==> src/rtl/ball_bouncer_multi.sv <==
// rtl/ball_bouncer_multi.sv - multi-ball bouncer: per-frame ball update FSM and registered RGB renderer
module ball_bouncer_multi #(
    parameter int H_ACTIVE  = 640,
    parameter int V_ACTIVE  = 480,
    parameter int BALL_SIZE = 4,
    parameter int NUM_BALLS = 4,
    parameter int SPEED     = 2,
    parameter int GRID_ON   = 1
) (
    input  logic                 clk,
    input  logic                 reset,
    input  logic                 vsync,
    input  logic                 display_on,
    input  logic [9:0]           hpos,
    input  logic [9:0]           vpos,
    input  logic                 pause,
    output logic [2:0]           rgb,
    output logic                 frame_tick,
    output logic [NUM_BALLS-1:0] collide
);

    localparam int IDX_W = (NUM_BALLS > 1) ? $clog2(NUM_BALLS) : 1;

    // Bounce limits are the largest top-left coordinate that keeps the ball on screen.
    localparam logic signed [10:0] X_LIMIT  = 11'(H_ACTIVE - BALL_SIZE);
    localparam logic signed [10:0] Y_LIMIT  = 11'(V_ACTIVE - BALL_SIZE);
    localparam logic [IDX_W-1:0]   LAST_IDX = IDX_W'(NUM_BALLS - 1);
    localparam logic signed [3:0]  VEL_POS  = 4'(SPEED);
    localparam logic signed [3:0]  VEL_NEG  = 4'(-SPEED);
    localparam logic [10:0]        SIZE_11  = 11'(BALL_SIZE);

    typedef enum logic {
        S_IDLE   = 1'b0,
        S_UPDATE = 1'b1
    } state_t;

    // Balls start on a diagonal, fanning out in all four directions.
    function automatic logic [9:0] init_x(input int i);
        return 10'(64 + 64 * i);
    endfunction

    function automatic logic [9:0] init_y(input int i);
        return 10'(64 + 32 * i);
    endfunction

    function automatic logic signed [3:0] init_dx(input int i);
        return ((i % 2) == 0) ? VEL_POS : VEL_NEG;
    endfunction

    function automatic logic signed [3:0] init_dy(input int i);
        return (((i / 2) % 2) == 0) ? VEL_POS : VEL_NEG;
    endfunction

    state_t                r_state;
    state_t                w_state_next;
    logic [IDX_W-1:0]      r_idx;
    logic                  r_vsync_q;
    logic                  r_frame_tick;
    logic [NUM_BALLS-1:0]  r_collide;
    logic [2:0]            r_rgb;

    logic [9:0]            r_x  [NUM_BALLS];
    logic [9:0]            r_y  [NUM_BALLS];
    logic signed [3:0]     r_dx [NUM_BALLS];
    logic signed [3:0]     r_dy [NUM_BALLS];

    logic                  w_tick;
    logic                  w_update;

    logic [9:0]            w_cur_x;
    logic [9:0]            w_cur_y;
    logic signed [3:0]     w_cur_dx;
    logic signed [3:0]     w_cur_dy;
    logic signed [10:0]    w_sum_x;
    logic signed [10:0]    w_sum_y;
    logic [9:0]            w_new_x;
    logic [9:0]            w_new_y;
    logic signed [3:0]     w_new_dx;
    logic signed [3:0]     w_new_dy;
    logic                  w_bounce_x;
    logic                  w_bounce_y;

    logic                  w_hit;
    logic [2:0]            w_ball_rgb;
    logic                  w_grid;
    logic [2:0]            w_pix_rgb;

    assign w_tick = vsync & ~r_vsync_q;

    // Delay vsync one clock for rising-edge detection and register the frame pulse.
    always_ff @(posedge clk or posedge reset) begin
        if (reset) begin
            r_vsync_q    <= 1'b0;
            r_frame_tick <= 1'b0;
        end else begin
            r_vsync_q    <= vsync;
            r_frame_tick <= w_tick;
        end
    end

    // FSM state register.
    always_ff @(posedge clk or posedge reset) begin
        if (reset) begin
            r_state <= S_IDLE;
        end else begin
            r_state <= w_state_next;
        end
    end

    // FSM next state: start a sweep on an unpaused tick, finish after the last ball.
    always_comb begin
        w_state_next = r_state;
        case (r_state)
            S_IDLE:   if (w_tick && !pause) w_state_next = S_UPDATE;
            S_UPDATE: if (r_idx == LAST_IDX) w_state_next = S_IDLE;
            default:  w_state_next = S_IDLE;
        endcase
    end

    // FSM outputs: ball registers are written only while sweeping.
    always_comb begin
        w_update = 1'b0;
        case (r_state)
            S_UPDATE: w_update = 1'b1;
            default:  w_update = 1'b0;
        endcase
    end

    // Ball index walks 0..NUM_BALLS-1 during a sweep and parks at 0 otherwise.
    always_ff @(posedge clk or posedge reset) begin
        if (reset) begin
            r_idx <= '0;
        end else if (w_update && (r_idx != LAST_IDX)) begin
            r_idx <= r_idx + 1'b1;
        end else begin
            r_idx <= '0;
        end
    end

    // Select the ball being updated this cycle.
    always_comb begin
        w_cur_x  = r_x[r_idx];
        w_cur_y  = r_y[r_idx];
        w_cur_dx = r_dx[r_idx];
        w_cur_dy = r_dy[r_idx];
        w_sum_x  = {1'b0, w_cur_x} + {{7{w_cur_dx[3]}}, w_cur_dx};
        w_sum_y  = {1'b0, w_cur_y} + {{7{w_cur_dy[3]}}, w_cur_dy};
    end

    // X axis: clamp to the edge and reverse when the step would leave the screen.
    always_comb begin
        w_new_x    = w_sum_x[9:0];
        w_new_dx   = w_cur_dx;
        w_bounce_x = 1'b0;
        if (w_sum_x < 0) begin
            w_new_x    = '0;
            w_new_dx   = -w_cur_dx;
            w_bounce_x = 1'b1;
        end else if (w_sum_x > X_LIMIT) begin
            w_new_x    = X_LIMIT[9:0];
            w_new_dx   = -w_cur_dx;
            w_bounce_x = 1'b1;
        end
    end

    // Y axis: same clamp-and-reverse rule against the vertical limit.
    always_comb begin
        w_new_y    = w_sum_y[9:0];
        w_new_dy   = w_cur_dy;
        w_bounce_y = 1'b0;
        if (w_sum_y < 0) begin
            w_new_y    = '0;
            w_new_dy   = -w_cur_dy;
            w_bounce_y = 1'b1;
        end else if (w_sum_y > Y_LIMIT) begin
            w_new_y    = Y_LIMIT[9:0];
            w_new_dy   = -w_cur_dy;
            w_bounce_y = 1'b1;
        end
    end

    // Ball state: initial layout on reset, one ball rewritten per sweep cycle.
    always_ff @(posedge clk or posedge reset) begin
        if (reset) begin
            for (int i = 0; i < NUM_BALLS; i++) begin
                r_x[i]  <= init_x(i);
                r_y[i]  <= init_y(i);
                r_dx[i] <= init_dx(i);
                r_dy[i] <= init_dy(i);
            end
        end else if (w_update) begin
            r_x[r_idx]  <= w_new_x;
            r_y[r_idx]  <= w_new_y;
            r_dx[r_idx] <= w_new_dx;
            r_dy[r_idx] <= w_new_dy;
        end
    end

    // Collision pulse: one cycle after the ball's update, a corner hit gives a single pulse.
    always_ff @(posedge clk or posedge reset) begin
        if (reset) begin
            r_collide <= '0;
        end else begin
            r_collide <= '0;
            if (w_update) begin
                r_collide[r_idx] <= w_bounce_x | w_bounce_y;
            end
        end
    end

    // Hit test: scan from the highest index down so the lowest-index ball wins overlaps.
    always_comb begin
        w_hit      = 1'b0;
        w_ball_rgb = 3'b000;
        for (int i = NUM_BALLS - 1; i >= 0; i--) begin
            if (({1'b0, hpos} >= {1'b0, r_x[i]}) &&
                ({1'b0, hpos} <  ({1'b0, r_x[i]} + SIZE_11)) &&
                ({1'b0, vpos} >= {1'b0, r_y[i]}) &&
                ({1'b0, vpos} <  ({1'b0, r_y[i]} + SIZE_11))) begin
                w_hit      = 1'b1;
                w_ball_rgb = 3'((i % 7) + 1);
            end
        end
    end

    // Pixel colour: blanking, then balls, then the optional 8x8 dot grid.
    always_comb begin
        w_grid = (GRID_ON != 0) && (hpos[2:0] == 3'd0) && (vpos[2:0] == 3'd0);
        if (!display_on) begin
            w_pix_rgb = 3'b000;
        end else if (w_hit) begin
            w_pix_rgb = w_ball_rgb;
        end else if (w_grid) begin
            w_pix_rgb = 3'b010;
        end else begin
            w_pix_rgb = 3'b000;
        end
    end

    // Register the pixel so rgb trails the beam coordinates by exactly one clock.
    always_ff @(posedge clk or posedge reset) begin
        if (reset) begin
            r_rgb <= 3'b000;
        end else begin
            r_rgb <= w_pix_rgb;
        end
    end

    assign rgb        = r_rgb;
    assign frame_tick = r_frame_tick;
    assign collide    = r_collide;

endmodule

==> config.mk <==
export PLATFORM = sky130hd
export DESIGN_NAME = ball_bouncer_multi
export DESIGN_NICKNAME = d
export VERILOG_FILES = /design/src/rtl/ball_bouncer_multi.sv
export SDC_FILE = /design/constraint.sdc
export NUM_CORES = 1
export LEC_CHECK = 0
export ABC_AREA = 0
export CORE_MARGIN = 4
export CORE_UTILIZATION = 63
export CTS_CLUSTER_SIZE = 16
export DETAILED_ROUTE_END_ITERATION = 6
export HOLD_SLACK_MARGIN = 0.08
export PLACE_DENSITY = 0.81
export SLEW_MARGIN = 20
export SYNTH_ARGS = -nofsm -noshare
export SYNTH_HDL_FRONTEND = slang
export SYNTH_SLANG_ARGS = --single-unit
==> constraint.sdc <==
create_clock -name clk -period 5.5 [get_ports clk]
set_input_delay 1.1 -clock clk [delete_from_list [all_inputs] [get_ports clk]]
set_output_delay 1.1 -clock clk [all_outputs]
set_load 0.02 [all_outputs]
# After elaboration in Yosys (flattened, before gate mapping)

Index checks and enable logic that the tools add are counted.

Mux-type cells: 51
Equality and inequality tests: 2
Add/sub/neg operators: 13
Reductions and logical operators: 20
Order comparisons: 24
Bitwise operators: 6

Operators with widths:

| operator                                                                       | number |
|---|---|
| 10-bit two-way mux                                                             | 9 |
| 10-bit by 3-bit adder with 11-bit output (second input constant)               | 8 |
| 10-bit by 11-bit less-than comparator with 1-bit output                        | 8 |
| 40-bit bitwise mux                                                             | 2 |
| 10-bit greater-or-equal comparator                                             | 8 |
| 10-bit binary-select mux with 2-bit select                                     | 2 |
| 4-bit two-way mux                                                              | 10 |
| 16-bit bitwise mux                                                             | 2 |
| 10-bit by 11-bit adder with 11-bit output                                      | 2 |
| 11-bit by 1-bit less-than comparator with 1-bit output (second input constant) | 2 |
| 10-bit demux with 2-bit select                                                 | 1 |
| 3-bit two-way mux                                                              | 6 |
| 1-bit logical AND                                                              | 17 |
| 4-bit binary-select mux with 2-bit select                                      | 2 |
| 1-bit two-way mux                                                              | 12 |
| 11-bit by 10-bit > comparator with 1-bit output (second input constant)        | 1 |
| 11-bit > comparator (second input constant)                                    | 1 |
| 4-bit demux with 2-bit select                                                  | 1 |
| 4-bit negator                                                                  | 2 |
| 3-bit logical NOT                                                              | 2 |
| 4-bit AND                                                                      | 1 |
| 2-bit two-way mux                                                              | 2 |
| 3-bit greater-or-equal comparator (second input constant)                      | 1 |
| 2-bit by 3-bit less-than comparator with 1-bit output (second input constant)  | 1 |
| other kinds (12)                                                               | 13 |

Register bits: 124
Output and inout bits: 8
Word-level logic and storage cells: 138

# Logic depth before layout (Yosys ltp)

Gate-level depths: netlist of the first run.

Depth after elaboration: 11
Mapped depth: 15

# Worst setup path after synthesis of the first run

OpenSTA, ideal clock, no wires.

Path kind: flip-flop to flip-flop
Start: register r_idx[0]
End: register r_dx[10] (netlist name)
Slack: 1.325 ns
Path buffers: 2
Cell stages (with the launch flop): 15
Arrival time: 4.091 ns
Period minus slack after synthesis: 4.175 ns
Cell sequence: dfrtp_1 -> buf_2 -> buf_1 -> mux4_2 -> ha_1 -> inv_1 -> fa_1 -> nor2b_1 -> o31a_1 -> a2111oi_0 -> nand4b_1 -> o211ai_2 -> a21oi_4 -> or3_4 -> a41oi_1

Cells in the longest elaborated chain, start to end: 9

Ends and longest elaborated chain:

| item                                                                                                           | RTL line      | text |
|---|---|---|
| start: declaration                                                                                             | 56            | `logic [IDX_W-1:0] r_idx;` |
| start signal: assignment                                                                                       | 134           | `r_idx <= r_idx + 1'b1;` |
| 2-bit NOT with 3-bit output (not written as such) *                                                            | 142, 144, 194 |  |
| 10-bit binary-select mux with 2-bit select / 4-bit binary-select mux with 2-bit select (equally long branches) | 142, 144      |  |
| 10-bit two-way mux (not written as such) / 4-bit two-way mux (equally long branches) (2 in a row)              | 142, 144      |  |
| 10-bit by 11-bit adder with 11-bit output                                                                      | 146           | `w_sum_x = {1'b0, w_cur_x} + {{7{w_cur_dx[3]}}, w_cur_dx};` |
| 11-bit > comparator                                                                                            | 159           | `end else if (w_sum_x > X_LIMIT) begin` |
| 4-bit two-way mux                                                                                              | 159           |  |
| 4-bit two-way mux                                                                                              | 155           | `if (w_sum_x < 0) begin` |
| 16-bit bitwise mux *                                                                                           | 194           | `r_dx[r_idx] <= w_new_dx;` |
| end signal: indexed assignment                                                                                 | 188           | `r_dx[i] <= init_dx(i);` |
| end signal: indexed assignment                                                                                 | 194           |  |
| end: declaration                                                                                               | 64            | `logic signed [3:0] r_dx [NUM_BALLS];` |

Every way passes the cells marked *; elsewhere a longest branch is shown, timed or not. The select of a mux whose other input is x is not followed.
A chain may end at the register's enable or synchronous reset.

# Worst setup path in the final report of the first run

Start: register r_idx[0]
End: register r_dy[1] (netlist name)

Cells in the longest elaborated chain, start to end: 9

Ends and longest elaborated chain:

| item                                                                                                           | RTL line      | text |
|---|---|---|
| 2-bit NOT with 3-bit output (not written as such) *                                                            | 143, 145, 195 |  |
| 10-bit binary-select mux with 2-bit select / 4-bit binary-select mux with 2-bit select (equally long branches) | 143, 145      |  |
| 10-bit two-way mux (not written as such) / 4-bit two-way mux (equally long branches) (2 in a row)              | 143, 145      |  |
| 10-bit by 11-bit adder with 11-bit output                                                                      | 147           | `w_sum_y = {1'b0, w_cur_y} + {{7{w_cur_dy[3]}}, w_cur_dy};` |
| 11-bit by 10-bit > comparator with 1-bit output                                                                | 175           | `end else if (w_sum_y > Y_LIMIT) begin` |
| 4-bit two-way mux                                                                                              | 175           |  |
| 4-bit two-way mux                                                                                              | 171           | `if (w_sum_y < 0) begin` |
| 16-bit bitwise mux *                                                                                           | 195           | `r_dy[r_idx] <= w_new_dy;` |
| end signal: indexed assignment                                                                                 | 189           | `r_dy[i] <= init_dy(i);` |
| end signal: indexed assignment                                                                                 | 195           |  |
| end: declaration                                                                                               | 65            | `logic signed [3:0] r_dy [NUM_BALLS];` |

Marked as above.

==> impl_metrics.yaml, run 1 <==
outcome:
  outcome: "complete, no violations"
routing:
  route.met2.wl_um: 12900
  top_layer_used: "met4"
  vias: 8999
  drtPass1Iterations: 6
  antenna_left: 0
  wirelength_met1_um: 12200
  finalWirelength_um: 27900
  first_iter_violations: 709
  viasPerCell: 6.43
  routedWlPerCell_um: 19.9
  wl_met3_um: 2150
  drc: 0
power:
  intPower_uw: 2800
  p_leak_uw: 0.00492
  netSwitchingFraction_pct: 44.4
  p_comb_share_pct: 50.3
  power_frac_clock_pct: 22.4
  powerDensity_mw_per_mm2: 428
  p_switching_uw: 2240
  ir_worst_vdd_uv: 340
  power_frac_seq_pct: 27.3
clock_network:
  cts_buffers: 17
  htreeDepth: 4
  cts_setup_buffers: 0
  cts_hold_buf: 0
  cts_tree: "built"
  cts_root_buf: "clkbuf_16"
  clk_pin_slew_ns: 0.06
  clock-sinks: 124
  clock_latency_ns: 0.43
  cts.path.max_buffers: 2
  cts_resized: 0
floorplanning:
  start_util_pct: 64.1
  rows: 47
  die_w_um: 138
  die_y_um: 138
  die_area_sq_mm: 0.0190
  core_area_sq_mm: 0.0166
  io_pins: 33
yosys:
  synth_area_leaders: "dfrtp_1 23%, ha_1 21%, dfstp_2 6.7%, mux4_2 5.9%, o21ai_0 5.5%"
  synth_top_cell_by_area: "dfrtp_1"
  synth-seq-area-share_pct: 29.5
  yosysUniqueCellTypes: 82
  syn_avg_cell_area_sq_um: 9.35
  yosysWarnings: 0
  synth_flop_cell: "dfrtp_1"
  synth_seq_cells: 124
  synthCells: 1136
  synth_edf_count: 0
  yosys.area.top_type_share_pct: 22.8
  synthArstFlopShare_pct: 100
  synth_area_sq_mm: 0.0106
  synth_nets: 1341
timing:
  period_needed_ns: 4.41
  max_freq_mhz: 227
  finClkSkew_ns: 0.00916
  tns_ns: 0
  maxSlewHeadroom_pct: 36.9
  setup_viol: 0
  finalCritPeriodShare_pct: 80.1
  worst_pin_slew_ns: 0.945
  rsz0062_at_grt: "no"
  finalMaxSlewViolations: 0
  finalHoldViolations: 0
grt:
  grt_pass1_vias: 8787
  track_usage_pct: 30.4
  antenna_found_initial: 0
  grt_max_degree: 63
  grt_pass1_wl_um: 44500
  globalRoute.totalOverflow: 0
worst_setup_path:
  rr_worst_depth: 10
  path_class: "register to register"
  path_max_fanout: 24
  max_stage_delay_ns: 0.91
  timing.reg2reg.setup_slack_ns: 1.09
  r2r_end: "r_dy[1]"
  r2r-start: "r_idx[0]"
  path_cells: "mux4_2 -> ha_1 -> or2_2 -> o221a_2 -> a21oi_2 -> o21ai_1 -> xnor2_1 -> and3_1 -> mux2i_1 -> o21ai_0"
  cp_num_buf_inv: 0
  crit_end: "r_dy[1]"
  critPathCaptureType: "register"
  worst-path-stages: 10
  critPathTopFamily: "multiplexers"
  crit_arrival_ns: 4.73
  cp.required_ns: 5.82
  critPathLaunchType: "register"
  cp-startpoint: "r_idx[0]"
  cp_slowest_cell: "dfrtp_2"
placed_design:
  place_congestion: 0.923
  port_buffers: 32
  dpl.hpwl_um: 20300
run:
  timing.max_cap.violations: 0
layout:
  fill_cells: 1204
  syn_to_final_growth_pct: 10.7
  insertedDiodeCount: 0
  final_common_cell: "ha_1"
  post-route-util_pct: 71.0
  layout_common_cells: "178 x ha_1, 125 x nand2_1, 116 x o21ai_0, 101 x inv_1, 96 x dfrtp_1"
  nets: 1371
  layout-drive-gt1-share_pct: 11.6
hold_path:
  hold_class: "register to register"
-- cells in the mapped netlist, types with 5 or more instances --
cell / instances
o2111ai_1: 5
clkbuf_1: 24
nor4_1: 5
nand2_1: 125
dfrtp_1: 97
o21ai_1: 11
o21a_1: 16
mux4_2: 28
ha_1: 178
a211o_1: 5
o31ai_1: 6
o21ai_0: 116
o211ai_1: 9
a21oi_1: 56
a211oi_1: 12
a31oi_1: 10
a21o_1: 10
inv_1: 102
nor3_1: 14
nand3_1: 39
nor2_1: 32
nor2b_1: 12
mux2_2: 16
nand4_1: 6
nand2b_1: 23
a2111oi_0: 9
xnor2_1: 59
dfstp_2: 27
-- power by group through the flow --
stage          Clock (uW)  Combinational (uW)  Sequential (uW)
6_report             1130                2540             1370
5_1_grt              1170                2790             1390
4_1_cts              1130                2500             1360
3_5_place_dp            0                2460             1370
3_3_place_gp            0                2380             1360
2_1_floorplan           0                1940             1230
-- state kept, by name (all words and copies together) (netlist names) --
name,flops
r_idx,2
r_dy,16
r_dx,16
r_x,40
frame_tick,1
rgb,3
collide,4
r_vsync_q,1
r_state,1
r_y,40
-- per-stage QoR --
step	hold WS (ns)	std cells	power (uW)	setup slack (ns)	cell area, sq um
2_1_floorplan	0.398	1136	3160	1.15	10600
3_3_place_gp	0.420	1367	3740	1.29	11200
3_5_place_dp	0.429	1367	3840	1.15	11200
4_1_cts	0.441	1399	4990	1.12	11800
5_1_grt	0.448	1399	5350	0.819	11800
6_report	0.436	1399	5040	1.09	11800
-- cells by family after synthesis --
kind of cell / share of synthesized area, %
compound gates: 18.8
xor+xnor: 5.50
fa+ha+maj: 21.3
buf+inv: 4.71
flops: 29.5
mux: 7.82
simple gates: 12.4
-- layer usage --
layer	vias to the layer above	GRT usage (%)
met4	0	10.4
met5	-	0
met1	4350	41.7
li1	4203	-
met2	379	48.8
met3	67	5.59
-- area by class of cell --
type / count / area [sq um] / share of cell area (%)
Timing Repair Buffer: 41 / 388 / 3.30
Clock inverter: 11 / 131 / 1.12
Inverter: 102 / 385 / 3.28
Tap cell: 220 / 275 / 2.34
Sequential cell: 124 / 3140 / 26.7
Clock buffer: 21 / 460 / 3.91
Multi-Input combinational cell: 880 / 6990 / 59.4
-- worst min path at each step --
stage	startpoint	end	cells after the start	slack, ns
after floorplan	r_vsync_q	frame_tick	1	0.40
after global placement	r_vsync_q	frame_tick	1	0.42
after detailed placement	r_vsync_q	frame_tick	1	0.43
after CTS	r_vsync_q	frame_tick	1	0.44
after global routing	r_vsync_q	frame_tick	1	0.45
final	r_vsync_q	frame_tick	1	0.44
(Power assumes the default switching activity.)
==> run 2, diff against run 1 <==
- clock period: 5.5 -> 4.3 ns (I/O delays scaled with it)
==> run 2 against run 1 <==
Global-route usage fell by 0.35 points. Combinational power rose by 31%. Hold slack got worse by 0.016 ns. Final area rose by 0.72%. Setup slack got worse by 0.90 ns. Die area did not move. Critical path depth rose by 1.
==> impl_metrics.yaml, run 2 (synthesis gave the netlist of run 1 again) <==
power:
  netSwitchingFraction_pct: 44.5
  p_leak_uw: 0.00497
  p_switching_uw: 2890
  power_frac_clock_pct: 21.9
  intPower_uw: 3610
  ir_worst_vdd_uv: 572
  power_frac_seq_pct: 26.7
  powerDensity_mw_per_mm2: 549
  p_comb_share_pct: 51.4
timing:
  finalHoldViolations: 0
  finalMaxSlewViolations: 0
  finalCritPeriodShare_pct: 95.4
  holdWs_ns: 0.420
  worst_pin_slew_ns: 0.974
  setup_viol: 0
  max_freq_mhz: 244
  maxSlewHeadroom_pct: 34.9
  tns_ns: 0
  finClkSkew_ns: 0.00982
  rsz0062_at_grt: "no"
  period_needed_ns: 4.10
floorplanning:
  start_util_pct: 64.1
  io_pins: 33
  rows: 47
  die_y_um: 138
  die_area_sq_mm: 0.0190
  die_w_um: 138
  core_area_sq_mm: 0.0166
clock_network:
  cts_hold_buf: 0
  cts_buffers: 17
  cts.path.max_buffers: 2
  clock-sinks: 124
  cts_tree: "built"
  cts_resized: 0
  htreeDepth: 4
  cts_root_buf: "clkbuf_16"
  clock_latency_ns: 0.43
  clk_pin_slew_ns: 0.06
  cts_setup_buffers: 0
worst_setup_path:
  path_max_fanout: 16
  path_class: "register to register"
  crit_arrival_ns: 4.43
  cp.required_ns: 4.62
  critPathCaptureType: "register"
  critPathLaunchType: "register"
layout:
  layout_common_cells: "178 x ha_1, 125 x nand2_1, 116 x o21ai_0, 101 x inv_1, 96 x dfrtp_1"
  post-route-util_pct: 71.5
  final-seq-area_sq_mm: 0.00314
  multi_input_area_sq_mm: 0.00699
  nets: 1379
  fin_area_sq_mm: 0.0119
  reg.largest.list: "r_x: 40 flops, r_y: 40 flops"
  insertedDiodeCount: 0
  syn_to_final_growth_pct: 11.5
  fill_cells: 1217
  layout-drive-gt1-share_pct: 12.5
  final_common_cell: "ha_1"
placed_design:
  dpl-instance-area_sq_mm: 0.0113
  place_congestion: 0.975
  port_buffers: 32
  dpl.hpwl_um: 20400
grt:
  globalRoute.totalOverflow: 0
  grt_pass1_vias: 8726
  antenna_found_initial: 0
  grt_pass1_wl_um: 44300
  track_usage_pct: 30.0
  grt_max_degree: 85
routing:
  vias: 8981
  routedWlPerCell_um: 19.6
  viasPerCell: 6.38
  first_iter_violations: 636
  drc: 0
  finalWirelength_um: 27600
  drtPass1Iterations: 6
  antenna_left: 0
hold_path:
  hold_class: "register to register"
run:
  timing.max_cap.violations: 0
outcome:
  outcome: "complete, no violations"
==> run 2: changes by cell type in the layout (fill, tap and decap cells not counted), moves of 2 or more <==
cell / delta
buf_12: +2
clkinv_2: +2
clkinv_4: +2
buf_4: +6
inv_6: -2
==> run 2: stage by stage <==
step                setup slack (ns)  power (uW)  std cells
floorplan                      0.125        4050       1136
global placement               0.324        4850       1375
detailed placement             0.172        4950       1375
CTS                            0.102        6430       1407
global route                  0.0115        6920       1407
finish                         0.196        6500       1407
==> run 2: worst max-delay path: stages (launching register included) <==
cell and delay (ns):
dfrtp_1 0.63, buf_4 0.37, mux4_2 0.50, ha_1 0.31, nor4_1 0.32, o21ai_1 0.14, a31o_2 0.26, a21oi_1 0.25
xor2_1 0.33, and3_2 0.35, mux2i_1 0.36, o21ai_0 0.15
==> run 2: routing by layer <==
layer	wire length (um)	track usage, %	vias up	share of wire [%]
met2	12900	48.7	354	47
met5	0	0	-	0
met4	550	8.29	0	2.0
met3	2120	6.06	53	7.7
li1	-	-	4226	-
met1	12000	41.3	4348	44
==> run 2: area by class of cell <==
type / instances / area share, %
multi-input cells: 880 / 59.0
flip-flops and latches: 124 / 26.5
repair buffers: 49 / 3.99
clock buffers: 19 / 3.74
inverters: 102 / 3.25
well taps: 220 / 2.32
clock inverters: 13 / 1.19
==> run 2: worst paths after layout <==
| path | startpoint | endpoint | slack [ns] | cells past startpoint |
|---|---|---|---|---|
| max reg2reg | r_idx[1] | r_dy[5] | 0.20 | 11 |
| min reg2reg | r_vsync_q | frame_tick | 0.42 | 1 |
| min | r_vsync_q | frame_tick | 0.42 | 1 |
| min in group asynchronous | reset | r_y[1] | 0.84 | 2 |
| max in group asynchronous | reset | r_x[16] | 2.59 | 3 |
| max | r_idx[1] | r_dy[5] | 0.20 | 11 |
==> run 2: power by group through the flow <==
stage,registers (uW),logic [uW],clock network [uW]
detailed placement,1730,3230,0
CTS,1720,3290,1430
global placement,1720,3140,0
floorplan,1570,2480,0
finish,1740,3340,1420
global route,1750,3690,1480
==> run 3, diff against run 2 <==
- ABC_AREA: 0 -> default
- CTS_CLUSTER_DIAMETER: default -> 100
==> results of run 3 <==
The final DEF is identical to that of run 2; final timing and power are the same.
